==> config.mk <==
export PLATFORM = sky130hd
export DESIGN_NAME = mem_a_read_requester
export DESIGN_NICKNAME = d
export VERILOG_FILES = /design/src/rtl/mem_a_read_requester.sv
export SDC_FILE = /design/constraint.sdc
export NUM_CORES = 1
export LEC_CHECK = 0
export ABC_AREA = 1
export BUFFER_PORTS_ARGS = -buffer_cell sky130_fd_sc_hd__buf_2
export CAP_MARGIN = 25
export CORE_MARGIN = 5
export CORE_UTILIZATION = 30
export CTS_CLUSTER_SIZE = 16
export DETAILED_ROUTE_END_ITERATION = 8
export MAX_ROUTING_LAYER = met4
export PLACE_DENSITY = 0.59
export RECOVER_POWER = 100
export SYNTH_ARGS = -nofsm -noshare
export SYNTH_HDL_FRONTEND = slang
export SYNTH_SLANG_ARGS = --single-unit
==> constraint.sdc <==
create_clock -name clk -period 12.01 [get_ports clk]
set_input_delay 0 -clock clk [delete_from_list [all_inputs] [get_ports clk]]
set_output_delay 0 -clock clk [all_outputs]
set_load 0.1 [all_outputs]
==> src/rtl/mem_a_read_requester.sv <==
// Purpose : pops A-addresses from a FWFT FIFO, issues in-order memory reads, forwards beats to the row FIFO.
// Latency : pop -> mem_req_valid 1 cycle; mem_rsp_valid -> row_fifo_push 2 cycles minimum.
// Backpressure: mem_req_ready stalls the held request; row_fifo_full stalls the beat buffer; credits cap issue.
//
// Ports:
//   clk, reset_n                     clock, async active-low reset
//   start_i, total_reads             job launch pulse and address count (sampled in IDLE)
//   addr_fifo_data/empty/pop         A-address FIFO head, empty flag, combinational pop
//   mem_req_valid/addr/ready         registered read request channel
//   mem_rsp_valid/data               in-order read beats
//   row_fifo_data/push/full          registered push to the downstream row FIFO
//   busy_o, done_o, err_o            status: not idle, job-complete pulse, sticky orphan-response flag
module mem_a_read_requester #(
    parameter int MEM_DATA_WIDTH_BYTES = 32,
    parameter int MAX_OUTSTANDING      = 4
) (
    input  logic                              clk,
    input  logic                              reset_n,
    input  logic                              start_i,
    input  logic [15:0]                       total_reads,
    input  logic [15:0]                       addr_fifo_data,
    input  logic                              addr_fifo_empty,
    output logic                              addr_fifo_pop,
    output logic                              mem_req_valid,
    output logic [15:0]                       mem_req_addr,
    input  logic                              mem_req_ready,
    input  logic                              mem_rsp_valid,
    input  logic [MEM_DATA_WIDTH_BYTES*8-1:0] mem_rsp_data,
    output logic [MEM_DATA_WIDTH_BYTES*8-1:0] row_fifo_data,
    output logic                              row_fifo_push,
    input  logic                              row_fifo_full,
    output logic                              busy_o,
    output logic                              done_o,
    output logic                              err_o
);

    localparam int DW = MEM_DATA_WIDTH_BYTES * 8;
    localparam int PW = $clog2(MAX_OUTSTANDING);

    typedef enum logic [1:0] {
        IDLE  = 2'd0,
        RUN   = 2'd1,
        DRAIN = 2'd2
    } state_t;

    state_t      state;
    logic [15:0] total_q;
    logic [15:0] popped_cnt;
    logic [15:0] issued_cnt;
    logic [15:0] recv_cnt;
    logic [15:0] outstanding;

    // Beat buffer: pointers carry one extra wrap bit so full and empty are distinguishable.
    logic [DW-1:0] beat_mem [MAX_OUTSTANDING];
    logic [PW:0]   wr_ptr;
    logic [PW:0]   rd_ptr;
    logic [PW:0]   buffered;
    logic          beat_empty;
    logic          beat_pop;

    logic          req_acc;
    logic          slot_free;
    logic [16:0]   credit_used;
    logic          credit_ok;
    logic          rsp_ok;
    logic          rsp_err;
    logic          run_done;
    logic          drain_done;

    assign req_acc    = mem_req_valid & mem_req_ready;
    assign slot_free  = ~mem_req_valid | mem_req_ready;

    assign buffered   = wr_ptr - rd_ptr;
    assign beat_empty = (wr_ptr == rd_ptr);
    assign beat_pop   = ~beat_empty & ~row_fifo_full;

    // Every read that can still land in the beat buffer holds a credit: the one waiting in the
    // request slot, the ones in flight, and the beats already buffered. Keeping that sum below
    // the buffer depth before each pop is what makes the buffer overflow-free.
    assign credit_used = {1'b0, outstanding} + 17'(buffered) + 17'(mem_req_valid);
    assign credit_ok   = credit_used < 17'(MAX_OUTSTANDING);

    assign addr_fifo_pop = (state == RUN) && ~addr_fifo_empty && (popped_cnt < total_q)
                           && slot_free && credit_ok;

    // A beat is legitimate if something is in flight, or the read is being accepted this very cycle.
    assign rsp_ok  = mem_rsp_valid & ((outstanding != 16'd0) | req_acc);
    assign rsp_err = mem_rsp_valid & ~rsp_ok;

    assign run_done   = (issued_cnt == total_q) && ~mem_req_valid;
    assign drain_done = (recv_cnt == total_q) && beat_empty;

    assign busy_o = (state != IDLE);
    assign done_o = (state == DRAIN) && drain_done;

    // Control FSM, job counters and the sticky error flag.
    always_ff @(posedge clk or negedge reset_n) begin
        if (!reset_n) begin
            state       <= IDLE;
            total_q     <= 16'd0;
            popped_cnt  <= 16'd0;
            issued_cnt  <= 16'd0;
            recv_cnt    <= 16'd0;
            outstanding <= 16'd0;
            err_o       <= 1'b0;
        end else begin
            case (state)
                IDLE:    if (start_i)    state <= RUN;
                RUN:     if (run_done)   state <= DRAIN;
                DRAIN:   if (drain_done) state <= IDLE;
                default:                 state <= IDLE;
            endcase

            if (addr_fifo_pop) popped_cnt <= popped_cnt + 16'd1;
            if (req_acc)       issued_cnt <= issued_cnt + 16'd1;
            if (rsp_ok)        recv_cnt   <= recv_cnt + 16'd1;

            case ({req_acc, rsp_ok})
                2'b10:   outstanding <= outstanding + 16'd1;
                2'b01:   outstanding <= outstanding - 16'd1;
                default: outstanding <= outstanding;
            endcase

            if (rsp_err) err_o <= 1'b1;

            // A job launch overrides any stray update above: fresh counters, error cleared.
            if (state == IDLE && start_i) begin
                total_q     <= total_reads;
                popped_cnt  <= 16'd0;
                issued_cnt  <= 16'd0;
                recv_cnt    <= 16'd0;
                outstanding <= 16'd0;
                err_o       <= 1'b0;
            end
        end
    end

    // Single request slot: a pop refills it even while the current request is being accepted,
    // which sustains one request per cycle.
    always_ff @(posedge clk or negedge reset_n) begin
        if (!reset_n) begin
            mem_req_valid <= 1'b0;
            mem_req_addr  <= 16'd0;
        end else if (addr_fifo_pop) begin
            mem_req_valid <= 1'b1;
            mem_req_addr  <= addr_fifo_data;
        end else if (req_acc) begin
            mem_req_valid <= 1'b0;
        end
    end

    // Beat storage has no reset; only the pointers define its contents.
    always_ff @(posedge clk) begin
        if (rsp_ok) beat_mem[wr_ptr[PW-1:0]] <= mem_rsp_data;
    end

    always_ff @(posedge clk or negedge reset_n) begin
        if (!reset_n) begin
            wr_ptr        <= '0;
            rd_ptr        <= '0;
            row_fifo_push <= 1'b0;
            row_fifo_data <= '0;
        end else begin
            if (rsp_ok) wr_ptr <= wr_ptr + 1'b1;
            row_fifo_push <= beat_pop;
            if (beat_pop) begin
                row_fifo_data <= beat_mem[rd_ptr[PW-1:0]];
                rd_ptr        <= rd_ptr + 1'b1;
            end
        end
    end

endmodule

==> results by group <==
Cells and area
  • Post-Layout Cell Count: 8,119
  • Final #Nets: 5,930
  • Proportion of layout cells with a drive suffix above 1: 8.55%
  • Fill cell count: 17,200
  • Area Overhead vs Synth: 27.2%
  • Fin area: 69,300 um2

Yosys
  • Share of flip-flops with an asynchronous set or reset: 26.2%
  • Synth top area share: 56.5%
  • Syn_area_per_cell: 11.9 um2
  • Top cells by area, synth: edfxtp_1 56%, dfrtp_1 17%, nor2_1 9.2%
  • Leading area contributor after synthesis: edfxtp_1
  • Post-Syn Area: 54,400 um2
  • Number of synthesized register bits: 1,387
  • Synth unique cells: 44
  • Synth Instances: 4,560
  • Post-Syn Nets: 4,899
  • YS warnings: 0
  • Post-synth EDFFs: 1,024
  • Top_reg_cell synth: edfxtp_1
  • Seq/Total Area, Yosys: 73.2%

Critical path
  • Element type at the critical path end: register
  • Worst Path Required: 12.39 ns
  • Critical path arrival: 8.27 ns
  • Startpoint Class: register
  • Crit path max fanout: 60
  • Critical path class: register to register

Global route
  • Vias in the first global route: 37,800
  • Largest net degree at the start of global routing: 237
  • Global route overflow: 0
  • Initial antenna violation count: 44
  • Global-route wire length before repair: 238 mm
  • Gr usage total: 16.7%

Placement
  • Port bufs: 572
  • Final GP Congestion: 0.840
  • Placed cells: 7,287
  • Placement Cell Area: 59,700 um2
  • HPWL reported at the end of detailed placement: 95.2 mm

STA
  • Slew @ Worst Pin: 5.33 ns
  • Max Freq: 0.127 GHz
  • Tmin final: 7.89 ns
  • Final setup fails: 0
  • Rel. slew slack: -255%
  • Clock skew: 0.0297 ns
  • Final Hold Viols: 0
  • Slew Viols, Final: 903
  • Final period utilization: 65.7%
  • RSZ-0062 raised after global routing: no

Floorplanning
  • Initial Util: 30.2%
  • Die width: 436 um
  • DIE AREA: 190,000 um2
  • I/O Pins: 573
  • Die Y-Extent: 436 um
  • Site Rows: 156
  • Core area: 181,000 um2

Route
  • Final wirelength: 159 mm
  • Vias: 38,000
  • Initial drt markers: 2,552
  • Detail Route Antenna Nets: 0
  • Vias per cell: 4.68
  • DR DRC count: 0
  • Drt first pass iters: 5
  • Drt wl/cell: 19.5 um

Run status
  • Failing checks: capacitance limit, slew limit
  • Run status: complete, but fails checks

Pwr
  • Switching pwr: 9.04 mW
  • Sw Share: 46.3%
  • Peak VDD IR: 0.233 mV
  • Gate power share: 40.8%
  • Leak: 25.2 nW
  • Clock share of power: 23.1%
  • Int Pwr: 10.5 mW
  • Power density over the cells: 282 nW/um2
  • Seq pwr share: 36.1%

Clock network
  • CTS buffer count: 150
  • H-tree depth: 4
  • Clock sink total: 1,387
  • Max clock buf depth: 3
  • CTS tree: done
  • Latest clock arrival within the worst-skew pair: 0.78 ns
  • Reg clk slew, reported paths: 0.06 ns
  • Clock Root Buffer: clkbuf_16
  • PostCTS Resize Cnt: 0
  • Post-CTS setup buffer count: 0
  • Hold-fix buffers, CTS: 521

Job
  • Max Cap Viol: 25

Worst hold path
  • Worst Hold Class: primary input to register
-- area by class of cell --
class / count / area [um2] / share of cell area [%]
well taps: 2370 / 2970 / 4.28
clock inverters: 62 / 536 / 0.773
clock buffers: 216 / 4310 / 6.22
flip-flops and latches: 1387 / 39800 / 57.5
repair buffers: 1132 / 7960 / 11.5
multi-input cells: 2777 / 13000 / 18.8
inverters: 143 / 552 / 0.797
diodes: 32 / 80.1 / 0.116
-- registers in the layout, indices dropped and copies added (netlist names) --
register,flops
beat_mem,1024
err_o,1
issued_cnt,16
mem_req_addr,16
mem_req_valid,1
outstanding,16
popped_cnt,16
rd_ptr,3
recv_cnt,16
row_fifo_data,256
row_fifo_push,1
state,2
total_q,16
wr_ptr,3
-- metal layers --
metal | GRT usage (%) | routed length [um]
met5 | - | 0
met3 | 2.79 | 7140
met4 | 9.25 | 9730
met2 | 28.5 | 80300
met1 | 18.8 | 61600
-- cell families after synthesis --
| group | Yosys count | synth area share, % |
|---|---|---|
| buf+inv | 396 | 2.90 |
| fa+ha+maj | 44 | 1.04 |
| simple gates | 1786 | 13.1 |
| xor+xnor | 52 | 0.837 |
| flops | 1387 | 73.2 |
| compound gates | 895 | 8.94 |
-- Yosys cell counts (31+ instances only) --
cell         n
nand2_1    247
nor2_1    1338
a31oi_1    258
a21oi_1     31
xor2_1      39
o21ai_0    578
nand3_1     89
edfxtp_1  1024
nor3_1      31
nand4_1     32
ha_1        42
clkbuf_1   190
dfrtp_1    363
inv_1      137
-- stage by stage --
stage	worst slack, ns	power (mW)	TNS (ns)	util [%]	hold WS (ns)
floorplan	-1.09	13.3	-1085.48	-	-0.296
global placement	7.33	15.1	0	33.1	0.122
detailed placement	7.31	15.1	0	33.1	0.114
CTS	6.83	19.8	0	38.7	0.00148
global route	3.36	20.5	0	38.4	0.0531
finish	4.12	19.5	0	38.4	0.0769
-- power groups by stage --
stage / clock network [mW] / logic, mW / registers (mW)
5_1_grt: 4.82 / 8.55 / 7.15
4_1_cts: 4.61 / 8.21 / 7.01
3_5_place_dp: 0 / 8.05 / 7.10
3_3_place_gp: 0 / 7.98 / 7.08
2_1_floorplan: 0 / 2.97 / 10.3
6_report: 4.50 / 7.96 / 7.05
-- worst paths after layout --
kind                       cells after the start  slack, ns       startpoint                end
min                                            4       0.08   total_reads[1]         total_q[1]
min in group asynchronous                      4       2.00          reset_n     popped_cnt[13]
max                                            8       4.12   outstanding[3]    beat_mem[2][42]
max in group asynchronous                      5       5.22          reset_n  row_fifo_data[65]
max reg2reg                                    8       4.12   outstanding[3]    beat_mem[2][42]
min reg2reg                                    2       0.48  mem_req_addr[4]    mem_req_addr[4]
-- placed cells by master (no fill, tap or decap), types with 4 or more instances in the layout --
cell and instances:
nor2_1 1336, edfxtp_1 1024, o21ai_0 578, dlygate4sd3_1 520, clkbuf_1 426, dfrtp_1 362, a31oi_1 258, nand2_1 247
buf_2 201, clkbuf_16 153, inv_1 137, nand3_1 90, ha_1 42, xor2_1 39, diode_2 32, nand4_1 32
a21oi_1 32, nor3_1 31, clkbuf_8 24, clkinv_2 22, clkinv_1 18, buf_4 15, nor4_1 14, nand3_2 14
xnor2_1 13, o22ai_1 9, buf_12 9, nand2_2 8, inv_6 6, nor2_2 5, clkinv_4 5, inv_16 4
-- critical path, stage by stage, from the launching register on --
cell      delay [ns]
dfrtp_1         0.51
inv_1           0.15
nand4_1         0.12
nor4_1          0.08
nand3_1         0.12
nand2_1         0.33
nor2_1          2.09
clkbuf_1        2.94
buf_4           1.00
No activity file was read; power rests on OpenSTA's default activity.
